--- src/rtl/alu_seq_if.sv ---
// Request/response bundle for alu_seq.
// The requester drives operands and accepts results (master side).
// The ALU consumes requests and presents results (slave side).
interface alu_seq_if #(
    parameter int WIDTH = 16
);
    logic             in_valid;
    logic             in_ready;
    logic [3:0]       opcode;
    logic [WIDTH-1:0] operand1;
    logic [WIDTH-1:0] operand2;
    logic             out_valid;
    logic             out_ready;
    logic [WIDTH-1:0] result;
    logic [WIDTH-1:0] remainder;
    logic [3:0]       flags;

    modport master (
        output in_valid, opcode, operand1, operand2, out_ready,
        input  in_ready, out_valid, result, remainder, flags
    );

    modport slave (
        input  in_valid, opcode, operand1, operand2, out_ready,
        output in_ready, out_valid, result, remainder, flags
    );
endinterface

--- src/rtl/alu_seq.sv ---
// Multi-cycle ALU with valid/ready handshakes on request and result sides.
// Single-cycle ops finish at the accept edge; mul (shift-add, LSB first) and
// div (restoring, MSB first) iterate for WIDTH cycles in BUSY.
// Flags are {divzero, overflow, carry, zero}.
module alu_seq #(
    parameter int WIDTH = 16
) (
    input  logic     clk,
    input  logic     reset,
    alu_seq_if.slave bus
);
    localparam int            CW   = $clog2(WIDTH) + 1;
    localparam logic [CW-1:0] LAST = CW'(WIDTH - 1);

    typedef enum logic [1:0] {
        S_IDLE = 2'd0,
        S_BUSY = 2'd1,
        S_DONE = 2'd2
    } state_e;

    state_e               state_q;
    logic                 in_ready_q;
    logic                 out_valid_q;
    logic [CW-1:0]        cnt_q;
    logic                 is_div_q;
    logic [2*WIDTH-1:0]   prod_q;
    logic [2*WIDTH-1:0]   mcand_q;
    logic [WIDTH-1:0]     mplier_q;
    logic [WIDTH-1:0]     rem_q;
    logic [WIDTH-1:0]     quo_q;
    logic [WIDTH-1:0]     divisor_q;
    logic [WIDTH-1:0]     result_q;
    logic [WIDTH-1:0]     remainder_q;
    logic [3:0]           flags_q;

    // Operands as seen on the bus; only used at the accept edge.
    logic [WIDTH-1:0] a_s;
    logic [WIDTH-1:0] b_s;
    logic [WIDTH:0]   sum_s;
    logic [WIDTH:0]   diff_s;

    assign a_s    = bus.operand1;
    assign b_s    = bus.operand2;
    assign sum_s  = {1'b0, a_s} + {1'b0, b_s};
    // Zero-extended subtraction: bit WIDTH is the unsigned borrow.
    assign diff_s = {1'b0, a_s} - {1'b0, b_s};

    logic [WIDTH-1:0] sc_result_d;
    logic             sc_carry_d;
    logic             sc_ovf_d;

    // Single-cycle datapath: result, carry and overflow of the offered request.
    always_comb begin
        sc_result_d = {WIDTH{1'b0}};
        sc_carry_d  = 1'b0;
        sc_ovf_d    = 1'b0;
        case (bus.opcode)
            4'h0: begin
                sc_result_d = sum_s[WIDTH-1:0];
                sc_carry_d  = sum_s[WIDTH];
                sc_ovf_d    = (a_s[WIDTH-1] == b_s[WIDTH-1]) &&
                              (sum_s[WIDTH-1] != a_s[WIDTH-1]);
            end
            4'h1: begin
                sc_result_d = diff_s[WIDTH-1:0];
                sc_carry_d  = diff_s[WIDTH];
                sc_ovf_d    = (a_s[WIDTH-1] != b_s[WIDTH-1]) &&
                              (diff_s[WIDTH-1] != a_s[WIDTH-1]);
            end
            4'h4: begin
                sc_result_d = {a_s[WIDTH-2:0], 1'b0};
                sc_carry_d  = a_s[WIDTH-1];
            end
            4'h5: begin
                sc_result_d = {1'b0, a_s[WIDTH-1:1]};
                sc_carry_d  = a_s[0];
            end
            4'h6: sc_result_d = {a_s[WIDTH-2:0], a_s[WIDTH-1]};
            4'h7: sc_result_d = {a_s[0], a_s[WIDTH-1:1]};
            4'h8: sc_result_d = a_s & b_s;
            4'h9: sc_result_d = a_s | b_s;
            4'hA: sc_result_d = a_s ^ b_s;
            4'hB: sc_result_d = ~(a_s | b_s);
            4'hC: sc_result_d = ~(a_s & b_s);
            4'hD: sc_result_d = ~(a_s ^ b_s);
            4'hE: sc_result_d = {{(WIDTH-1){1'b0}}, (a_s > b_s)};
            4'hF: sc_result_d = {{(WIDTH-1){1'b0}}, (a_s == b_s)};
            default: begin
                sc_result_d = {WIDTH{1'b0}};
                sc_carry_d  = 1'b0;
                sc_ovf_d    = 1'b0;
            end
        endcase
    end

    // One iteration of each multi-cycle algorithm, applied every BUSY cycle.
    logic [2*WIDTH-1:0] mul_prod_d;
    logic [WIDTH:0]     div_part_s;
    logic               div_ge_s;
    logic [WIDTH-1:0]   div_trial_s;
    logic [WIDTH-1:0]   div_rem_d;
    logic [WIDTH-1:0]   div_quo_d;

    assign mul_prod_d  = mplier_q[0] ? (prod_q + mcand_q) : prod_q;
    // Partial remainder with the next dividend bit shifted in.
    assign div_part_s  = {rem_q, quo_q[WIDTH-1]};
    assign div_ge_s    = (div_part_s >= {1'b0, divisor_q});
    // When div_ge_s holds the true difference is below divisor, so WIDTH bits suffice.
    assign div_trial_s = div_part_s[WIDTH-1:0] - divisor_q;
    assign div_rem_d   = div_ge_s ? div_trial_s : div_part_s[WIDTH-1:0];
    assign div_quo_d   = {quo_q[WIDTH-2:0], div_ge_s};

    // Control FSM plus all datapath and output registers.
    always_ff @(posedge clk) begin
        if (reset) begin
            state_q     <= S_IDLE;
            in_ready_q  <= 1'b1;
            out_valid_q <= 1'b0;
            cnt_q       <= {CW{1'b0}};
            is_div_q    <= 1'b0;
            prod_q      <= {(2*WIDTH){1'b0}};
            mcand_q     <= {(2*WIDTH){1'b0}};
            mplier_q    <= {WIDTH{1'b0}};
            rem_q       <= {WIDTH{1'b0}};
            quo_q       <= {WIDTH{1'b0}};
            divisor_q   <= {WIDTH{1'b0}};
            result_q    <= {WIDTH{1'b0}};
            remainder_q <= {WIDTH{1'b0}};
            flags_q     <= 4'b0000;
        end else begin
            case (state_q)
                S_IDLE: begin
                    if (bus.in_valid) begin
                        in_ready_q <= 1'b0;
                        cnt_q      <= {CW{1'b0}};
                        if (bus.opcode == 4'h2) begin
                            state_q  <= S_BUSY;
                            is_div_q <= 1'b0;
                            prod_q   <= {(2*WIDTH){1'b0}};
                            mcand_q  <= {{WIDTH{1'b0}}, a_s};
                            mplier_q <= b_s;
                        end else if ((bus.opcode == 4'h3) && (b_s != {WIDTH{1'b0}})) begin
                            state_q   <= S_BUSY;
                            is_div_q  <= 1'b1;
                            rem_q     <= {WIDTH{1'b0}};
                            quo_q     <= a_s;
                            divisor_q <= b_s;
                        end else if (bus.opcode == 4'h3) begin
                            // Divide by zero short-circuits straight to DONE.
                            state_q     <= S_DONE;
                            out_valid_q <= 1'b1;
                            result_q    <= {WIDTH{1'b1}};
                            remainder_q <= a_s;
                            flags_q     <= 4'b1000;
                        end else begin
                            state_q     <= S_DONE;
                            out_valid_q <= 1'b1;
                            result_q    <= sc_result_d;
                            remainder_q <= {WIDTH{1'b0}};
                            flags_q     <= {1'b0, sc_ovf_d, sc_carry_d,
                                            (sc_result_d == {WIDTH{1'b0}})};
                        end
                    end
                end
                S_BUSY: begin
                    cnt_q <= cnt_q + {{(CW-1){1'b0}}, 1'b1};
                    if (is_div_q) begin
                        rem_q <= div_rem_d;
                        quo_q <= div_quo_d;
                    end else begin
                        prod_q   <= mul_prod_d;
                        mcand_q  <= {mcand_q[2*WIDTH-2:0], 1'b0};
                        mplier_q <= {1'b0, mplier_q[WIDTH-1:1]};
                    end
                    if (cnt_q == LAST) begin
                        state_q     <= S_DONE;
                        out_valid_q <= 1'b1;
                        if (is_div_q) begin
                            result_q    <= div_quo_d;
                            remainder_q <= div_rem_d;
                            flags_q     <= {3'b000, (div_quo_d == {WIDTH{1'b0}})};
                        end else begin
                            result_q    <= mul_prod_d[WIDTH-1:0];
                            remainder_q <= {WIDTH{1'b0}};
                            flags_q     <= {2'b00,
                                            (mul_prod_d[2*WIDTH-1:WIDTH] != {WIDTH{1'b0}}),
                                            (mul_prod_d[WIDTH-1:0] == {WIDTH{1'b0}})};
                        end
                    end
                end
                S_DONE: begin
                    if (bus.out_ready) begin
                        state_q     <= S_IDLE;
                        out_valid_q <= 1'b0;
                        in_ready_q  <= 1'b1;
                    end
                end
                default: begin
                    state_q     <= S_IDLE;
                    in_ready_q  <= 1'b1;
                    out_valid_q <= 1'b0;
                    cnt_q       <= {CW{1'b0}};
                end
            endcase
        end
    end

    assign bus.in_ready  = in_ready_q;
    assign bus.out_valid = out_valid_q;
    assign bus.result    = result_q;
    assign bus.remainder = remainder_q;
    assign bus.flags     = flags_q;
endmodule

--- src/flat_wrapper.sv ---
// flat-port wrapper written by rule: the top's interface ports become plain ports
module alu_seq_flat 
#(
    parameter int WIDTH = 16
)
  (clk, reset, bus_in_valid, bus_opcode, bus_operand1, bus_operand2, bus_out_ready, bus_in_ready, bus_out_valid, bus_result, bus_remainder, bus_flags);
  alu_seq_if #(.WIDTH(WIDTH)) bus_i ();
  input  logic clk;
  input  logic reset;
  input wire logic [$bits(bus_i.in_valid)-1:0] bus_in_valid;
  input wire logic [$bits(bus_i.opcode)-1:0] bus_opcode;
  input wire logic [$bits(bus_i.operand1)-1:0] bus_operand1;
  input wire logic [$bits(bus_i.operand2)-1:0] bus_operand2;
  input wire logic [$bits(bus_i.out_ready)-1:0] bus_out_ready;
  output wire logic [$bits(bus_i.in_ready)-1:0] bus_in_ready;
  output wire logic [$bits(bus_i.out_valid)-1:0] bus_out_valid;
  output wire logic [$bits(bus_i.result)-1:0] bus_result;
  output wire logic [$bits(bus_i.remainder)-1:0] bus_remainder;
  output wire logic [$bits(bus_i.flags)-1:0] bus_flags;
  assign bus_i.in_valid = bus_in_valid;
  assign bus_i.opcode = bus_opcode;
  assign bus_i.operand1 = bus_operand1;
  assign bus_i.operand2 = bus_operand2;
  assign bus_i.out_ready = bus_out_ready;
  assign bus_in_ready = bus_i.in_ready;
  assign bus_out_valid = bus_i.out_valid;
  assign bus_result = bus_i.result;
  assign bus_remainder = bus_i.remainder;
  assign bus_flags = bus_i.flags;
  alu_seq #(.WIDTH(WIDTH)) u_core (.clk(clk), .reset(reset), .bus(bus_i));
endmodule
--- config.mk ---
export PLATFORM = sky130hd
export DESIGN_NAME = alu_seq_flat
export DESIGN_NICKNAME = d
export VERILOG_FILES = /design/src/rtl/alu_seq_if.sv /design/src/rtl/alu_seq.sv /design/src/flat_wrapper.sv
export SDC_FILE = /design/constraint.sdc
export NUM_CORES = 1
export LEC_CHECK = 0
export ABC_AREA = 1
export BUFFER_PORTS_ARGS = -buffer_cell sky130_fd_sc_hd__buf_2
export CAP_MARGIN = 25
export CORE_MARGIN = 8
export CORE_UTILIZATION = 55
export DETAILED_ROUTE_END_ITERATION = 16
export PLACE_DENSITY = 0.84
export RECOVER_POWER = 50
export SLEW_MARGIN = 5
export SYNTH_ARGS = -nofsm -noshare
export SYNTH_HDL_FRONTEND = slang
export SYNTH_SLANG_ARGS = --single-unit
--- constraint.sdc ---
create_clock -name clk -period 2.7 [get_ports clk]
set_input_delay 0 -clock clk [delete_from_list [all_inputs] [get_ports clk]]
set_output_delay 0 -clock clk [all_outputs]
set_load 0.01 [all_outputs]
# Word-level counts from Yosys, hierarchy flattened
# Cells that the tools add are included.
[totals]
reg_bits = 174
in_bits = 40
out_inout_bits = 38
word_cells = 150
[classes]
add_sub_neg = 5
order_cmp = 2
n_eq_ne = 32
n_mux = 67
bitwise_logic = 9
n_reduce_logical = 21
[op_table]
columns = ["op", "count"]
rows = [
  ["16-bit 2-to-1 mux", 24],
  ["32-bit 2-to-1 mux", 7],
  ["16-bit one-hot mux with 14 select lines", 1],
  ["16-bit one-hot mux with 2 select lines", 5],
  ["32-bit one-hot mux with 2 select lines", 2],
  ["16-bit logical NOT", 3],
  ["16-bit NOT", 3],
  ["32-bit adder", 1],
  ["4-bit == test (second input constant)", 8],
  ["16-bit nonzero test", 2],
  ["4-bit 2-to-1 mux", 5],
  ["16-bit by 16-bit adder with 17-bit output", 1],
  ["17-bit by 16-bit >= comparator with 1-bit output", 1],
  ["16-bit by 16-bit subtractor with 17-bit output", 1],
  ["16-bit AND", 1],
  ["16-bit == test", 1],
  ["4-bit by 3-bit == test with 1-bit output (second input constant)", 4],
  ["16-bit > comparator", 1],
  ["16-bit OR", 1],
  ["16-bit subtractor", 1],
  ["16-bit bitwise XOR", 1],
  ["5-bit one-hot mux with 3 select lines", 1],
  ["5-bit AND reduction", 3],
  ["2-bit 2-to-1 mux", 6],
  ["other kinds (25)", 52],
]

# Depth between registers and ports, before layout
[depth]
word_depth = 9
mapped_depth = 20
depth_no_buf = 20

# Least setup slack after synthesis
# No wires, ideal clock.
[synth_path]
kind = "reg2reg"
startpoint = "register u_core.quo_q[15]"
endpoint = "register u_core.rem_q[12]"
setup_time_ps = 132
arrival_ps = 2047
required_ps = 2568
setup_slack_ps = 521
path_stages_with_launch = 16
path_buffers = 0
synth_period_minus_slack_ps = 2179
path_cell_list = "dfxtp_1 inv_1 ha_1 inv_1 fa_1 a21oi_1 inv_1 nand2_1 nand3_1 nand2_1 nand2_1 a21oi_1 xor2_1 nand2_1 nand3_1 a21oi_1"
[synth_between]
elab_chain_len = 4
elab_cells_between_ends = 5
classes_between = "add/sub (1); order compare (1); mux (3)"
[synth_lines]
columns = ["element", "line", "text"]
rows = [
  ["start, declared", "alu_seq.sv:30", "logic [WIDTH-1:0] quo_q;"],
  ["start signal, assigned", "alu_seq.sv:125", "quo_q <= {WIDTH{1'b0}};"],
  ["start signal, assigned", "alu_seq.sv:146", "quo_q <= a_s;"],
  ["start signal, assigned", "alu_seq.sv:169", "quo_q <= div_quo_d;"],
  ["16-bit subtractor / 17-bit by 16-bit >= comparator with 1-bit output (equally long branches)", "alu_seq.sv:109, alu_seq.sv:107", ""],
  ["16-bit 2-to-1 mux *", "alu_seq.sv:110", "assign div_rem_d = div_ge_s ? div_trial_s : div_part_s[WIDTH-1:0];"],
  ["16-bit 2-to-1 mux *", "alu_seq.sv:167", "if (is_div_q) begin"],
  ["16-bit one-hot mux with 2 select lines *", "alu_seq.sv:131", "case (state_q)"],
  ["end signal, assigned", "alu_seq.sv:124", "rem_q <= {WIDTH{1'b0}};"],
  ["end signal, assigned", "alu_seq.sv:145", "rem_q <= {WIDTH{1'b0}};"],
  ["end signal, assigned", "alu_seq.sv:168", "rem_q <= div_rem_d;"],
  ["end, declared", "alu_seq.sv:29", "logic [WIDTH-1:0] rem_q;"],
]
# Every way passes the cells marked *; elsewhere a longest branch is shown, timed or not. The select of a mux whose other input is x is not followed.
# A chain may end at the register's enable or synchronous reset.

# Final worst setup path
[layout_path]
startpoint = "input port bus_operand2[2]"
endpoint = "register u_core.flags_q[0], in the netlist u_core.bus.flags[0]"
[layout_between]
elab_chain_len = 9
elab_cells_between_ends = 21
classes_between = "add/sub (2); order compare (1); eq/ne (2); mux (6); bitwise (6); reduce/logical (4)"
[layout_lines]
columns = ["element", "line", "text"]
rows = [
  ["start, declared", "flat_wrapper.sv:13", "input wire logic [$bits(bus_i.operand2)-1:0] bus_operand2;"],
  ["branches (longest 9 deep; another with 16-bit by 16-bit subtractor with 17-bit output)", "--", ""],
  ["end signal, assigned", "alu_seq.sv:160", "flags_q <= {1'b0, sc_ovf_d, sc_carry_d,"],
  ["end signal, assigned", "alu_seq.sv:181", "flags_q <= {3'b000, (div_quo_d == {WIDTH{1'b0}})};"],
  ["end signal, assigned", "alu_seq.sv:185", "flags_q <= {2'b00,"],
  ["end, declared", "alu_seq.sv:34", "logic [3:0] flags_q;"],
]
# Several ways; the timed one is not identified. The select of a mux whose other input is x is not followed.

==> metrics.md <==
| Metric | Value |
|---|---|
| Min Hold Slack | 26.9 ps |
| Sequential share of the synthesized area | 24.8% |
| Syn Area/Cell | 6.00 sq um |
| Iter 0 DRT Violations | 1671 |
| Sequential standard cell area | 0.00348 sq mm |
| # fillers | 2507 |
| P&R area growth vs syn | 11.9% |
| Failing checks | capacitance limit, slew limit |
| CTS tree | done |
| Worst hold path type | primary input to register |
| Startpoint types | primary input |
| Largest cells by area after synthesis | dfxtp_1, nand2_1, ha_1 |
| Area of placed instances | 0.0149 sq mm |
| RSZ-0062 raised after global routing | true |
| P per Cell Area | 606 mW/mm^2 |
| Most common cell after layout, fill and taps aside | nand2_1 |
| H-tree Lvls | 4 |
| Avg WL per Cell | 19.6 um |
| Reg2reg setup slack | 30 ps |
| Die width | 176 um |
| Worst VDD drop | 0.365 mV |
| Largest stage delay, worst path | 520 ps |
| Area of the multi-input gates | 0.00918 sq mm |
| Remaining global-route overflow | 0 |
| Final min period | 2680 ps |
| Biggest area consumer among synthesized cells | dfxtp_1 |
| Number of flops mapped to enable cells by yosys | 0 |
| CTS sink cnt | 174 |
| Initial antenna violation count | 0 |
| Critical Path RT | 3080 ps |
| First-pass GRT wire length | 84.0 mm |
| Die area | 0.0309 sq mm |
| Standard-cell rows | 58 |
| Outcome | finished, violations left |
| Fmax achieved | 0.373 GHz |
| Crit path kind | primary input to register |
| FF-to-FF path depth | 7 |
| R2r startpoint | u_core.state_q[1] |
| RR Endpoint | u_core.quo_q[10] |
| Pins Over Slew Limit | 90 |
| Initial Util | 56.0% |
| NumNets Final | 2558 |
| Critical Path Source | bus_operand2[2] |
| Synth async-reset ratio | 0% |
| Clock-pin slew on the worst setup and hold paths | 80 ps |
| Clk buf depth | 2 |
| Min-delay src | bus_operand2[15] |
| # IOs | 78 |
| Final cell count without fillers | 2760 |
| Max_cap viols | 1 |
| Critical Path AT | 3060 ps |
| Synthesis-stage register bit count | 174 |
| Top_reg_cell synth | dfxtp_1 |
| Worst slew margin | -26.4% |
| Worst clock skew | 19.5 ps |
| Antenna Nets Post-Route | 0 |
| Routed vias | 16500 |
| Area fraction of the dominant cell type after synthesis | 24.8% |
| Largest net degree at the start of global routing | 90 |
| Final setup violating endpoints | 0 |
| GRT Total Usage | 34.1% |
| Cells on Worst Hold Path | 4 |
| Mapped Nets | 2484 |
| Core Area | 0.0251 sq mm |
| Yosys warns | 0 |
| CP Capture Type | register |
| RD Place Congestion | 1.06 |
| Hpwl dp | 41.8 mm |
| Die Span Y | 176 um |
| Routed Wire Length | 54.2 mm |
| Commonest cells after routing, fill and taps aside | nand2_1, inv_1, a21oi_1 |
| Vias per cell | 5.98 |
| Hold Path End | u_core.mplier_q[15] |
| Mapped Cells | 2342 |
| Cts bufs inserted | 17 |
| Worst path cell trace | dlygate4sd3_1, buf_2, inv_1, ha_1, inv_2, a21oi_4, nand2_2, nand2_1, nand2_1, nand2_2, nand2_1, a21oi_1, nand3_2, nor2_1, nand2_1, nor2_1, nand4_1, a21oi_1 |
| Final Cycle Share | 99.2% |
| Mapped Area | 0.0141 sq mm |
| Finished Cell Area | 0.0157 sq mm |
| Number of iterations in the first detailed-routing pass | 6 |
| Fin. Hold Viols | 0 |
| Crit-path most repeated cell | nand2_1 |
| Clock Tree Root | clkbuf_16 |
| CP Max Fanout | 9 |
| Slew at the pin with the worst max-slew slack | 1900 ps |
| Leak Pwr | 0.00744 uW |
| Share of layout cells above drive strength 1 | 9.02% |
| Remaining DRCs | 0 |
| Yosys cell types | 52 |
| Clk Latency, worst-skew pair | 450 ps |
| Critical-path top delay cell | dlygate4sd3_1 |
| I/O Buffers | 77 |
| Vias in the first global route | 15500 |
| Placed cells | 2711 |
-- logic make-up after synthesis --
| kind of cell | after synthesis | share of synthesized area (%) |
|---|---|---|
| AOI/OAI and AO/OA | 449 | 18.0 |
| DFF | 174 | 24.8 |
| xor gates and xnor gates | 17 | 1.06 |
| buffers and inverters | 400 | 11.3 |
| and+or+nand+nor | 1200 | 35.6 |
| adders and majority gates | 102 | 9.29 |
-- worst max path at each step --
stage	endpoint	cells after the start
after floorplan	u_core.rem_q[12]	15
after global placement	u_core.bus.flags[1]	16
after detailed placement	u_core.divisor_q[10]	11
after CTS	u_core.bus.flags[1]	16
after global routing	u_core.rem_q[12]	15
final	u_core.bus.flags[0]	18
-- routing by layer --
metal | vias to the layer above | share of wire [%] | GRT usage (%)
met5 | - | 0 | 0
met4 | 0 | 6.7 | 21.1
met3 | 235 | 9.3 | 6.18
met2 | 903 | 45 | 56.3
met1 | 7570 | 39 | 40.6
li1 | 7790 | - | -
-- layout make-up --
| cell class | instances | area share, % |
|---|---|---|
| multi-input combinational | 1768 | 58.3 |
| sequential | 174 | 22.2 |
| inverter | 310 | 7.40 |
| timing repair buffer | 145 | 5.67 |
| clock buffer | 17 | 2.70 |
| tap | 330 | 2.62 |
| clock inverter | 15 | 1.11 |
| antenna | 1 | 0.0159 |
-- sequential cells by signal (all words and copies together) (netlist names) --
signal	flops
u_core.bus.result	16
u_core.mplier_q	16
u_core.bus.remainder	16
u_core.is_div_q	1
u_core.mcand_q	32
u_core.state_q	2
u_core.bus.out_valid	1
u_core.quo_q	16
u_core.prod_q	32
u_core.cnt_q	5
u_core.bus.flags	4
u_core.divisor_q	16
u_core.bus.in_ready	1
u_core.rem_q	16
-- repair_timing --
item | in CTS | in global routing
buffers inserted | 0 | 1
gates resized for setup | 0 | 48
setup endpoints to repair | 0 | 21
hold buffers | 14 | 0
endpoints found under the hold margin | 34 | 0
-- report_power, final --
part	internal (uW)	total [uW]	switching, uW	leakage [uW]
Clock	1250	2560	1300	0.000290
Sequential	2950	3250	296	0.00142
Combinational	1140	3740	2600	0.00573
Total	5350	9540	4190	0.00744
-- through the flow --
step                worst slack (ps)  util [%]  setup TNS, ps  total power (uW)
floorplan                        521         -              0              5560
global placement                74.6      59.1              0              6850
detailed placement              63.6      59.1              0              6880
CTS                             37.6      62.1              0              9430
global route                   -46.0      62.6           -149              9980
finish                          22.0      62.6              0              9540
-- synth_stat cells, drive strengths merged, types with 11 or more instances --
cell type,instances
a21oi,195
a31oi,46
a41oi,11
buf,40
clkbuf,50
dfxtp,174
ha,98
inv,309
nand2,779
nand3,156
nand4,38
nor2,157
nor3,25
o211ai,18
o21ai,127
o22ai,19
or2,24
-- worst max-delay path, delay by kind of cell --
family / cells / cell delay, ps
buffers and inverters: 4 / 960
AOI/OAI and AO/OA: 3 / 520
and+or+nand+nor: 10 / 1110
adders and majority gates: 1 / 460
Power figures use the tool's default switching activity.
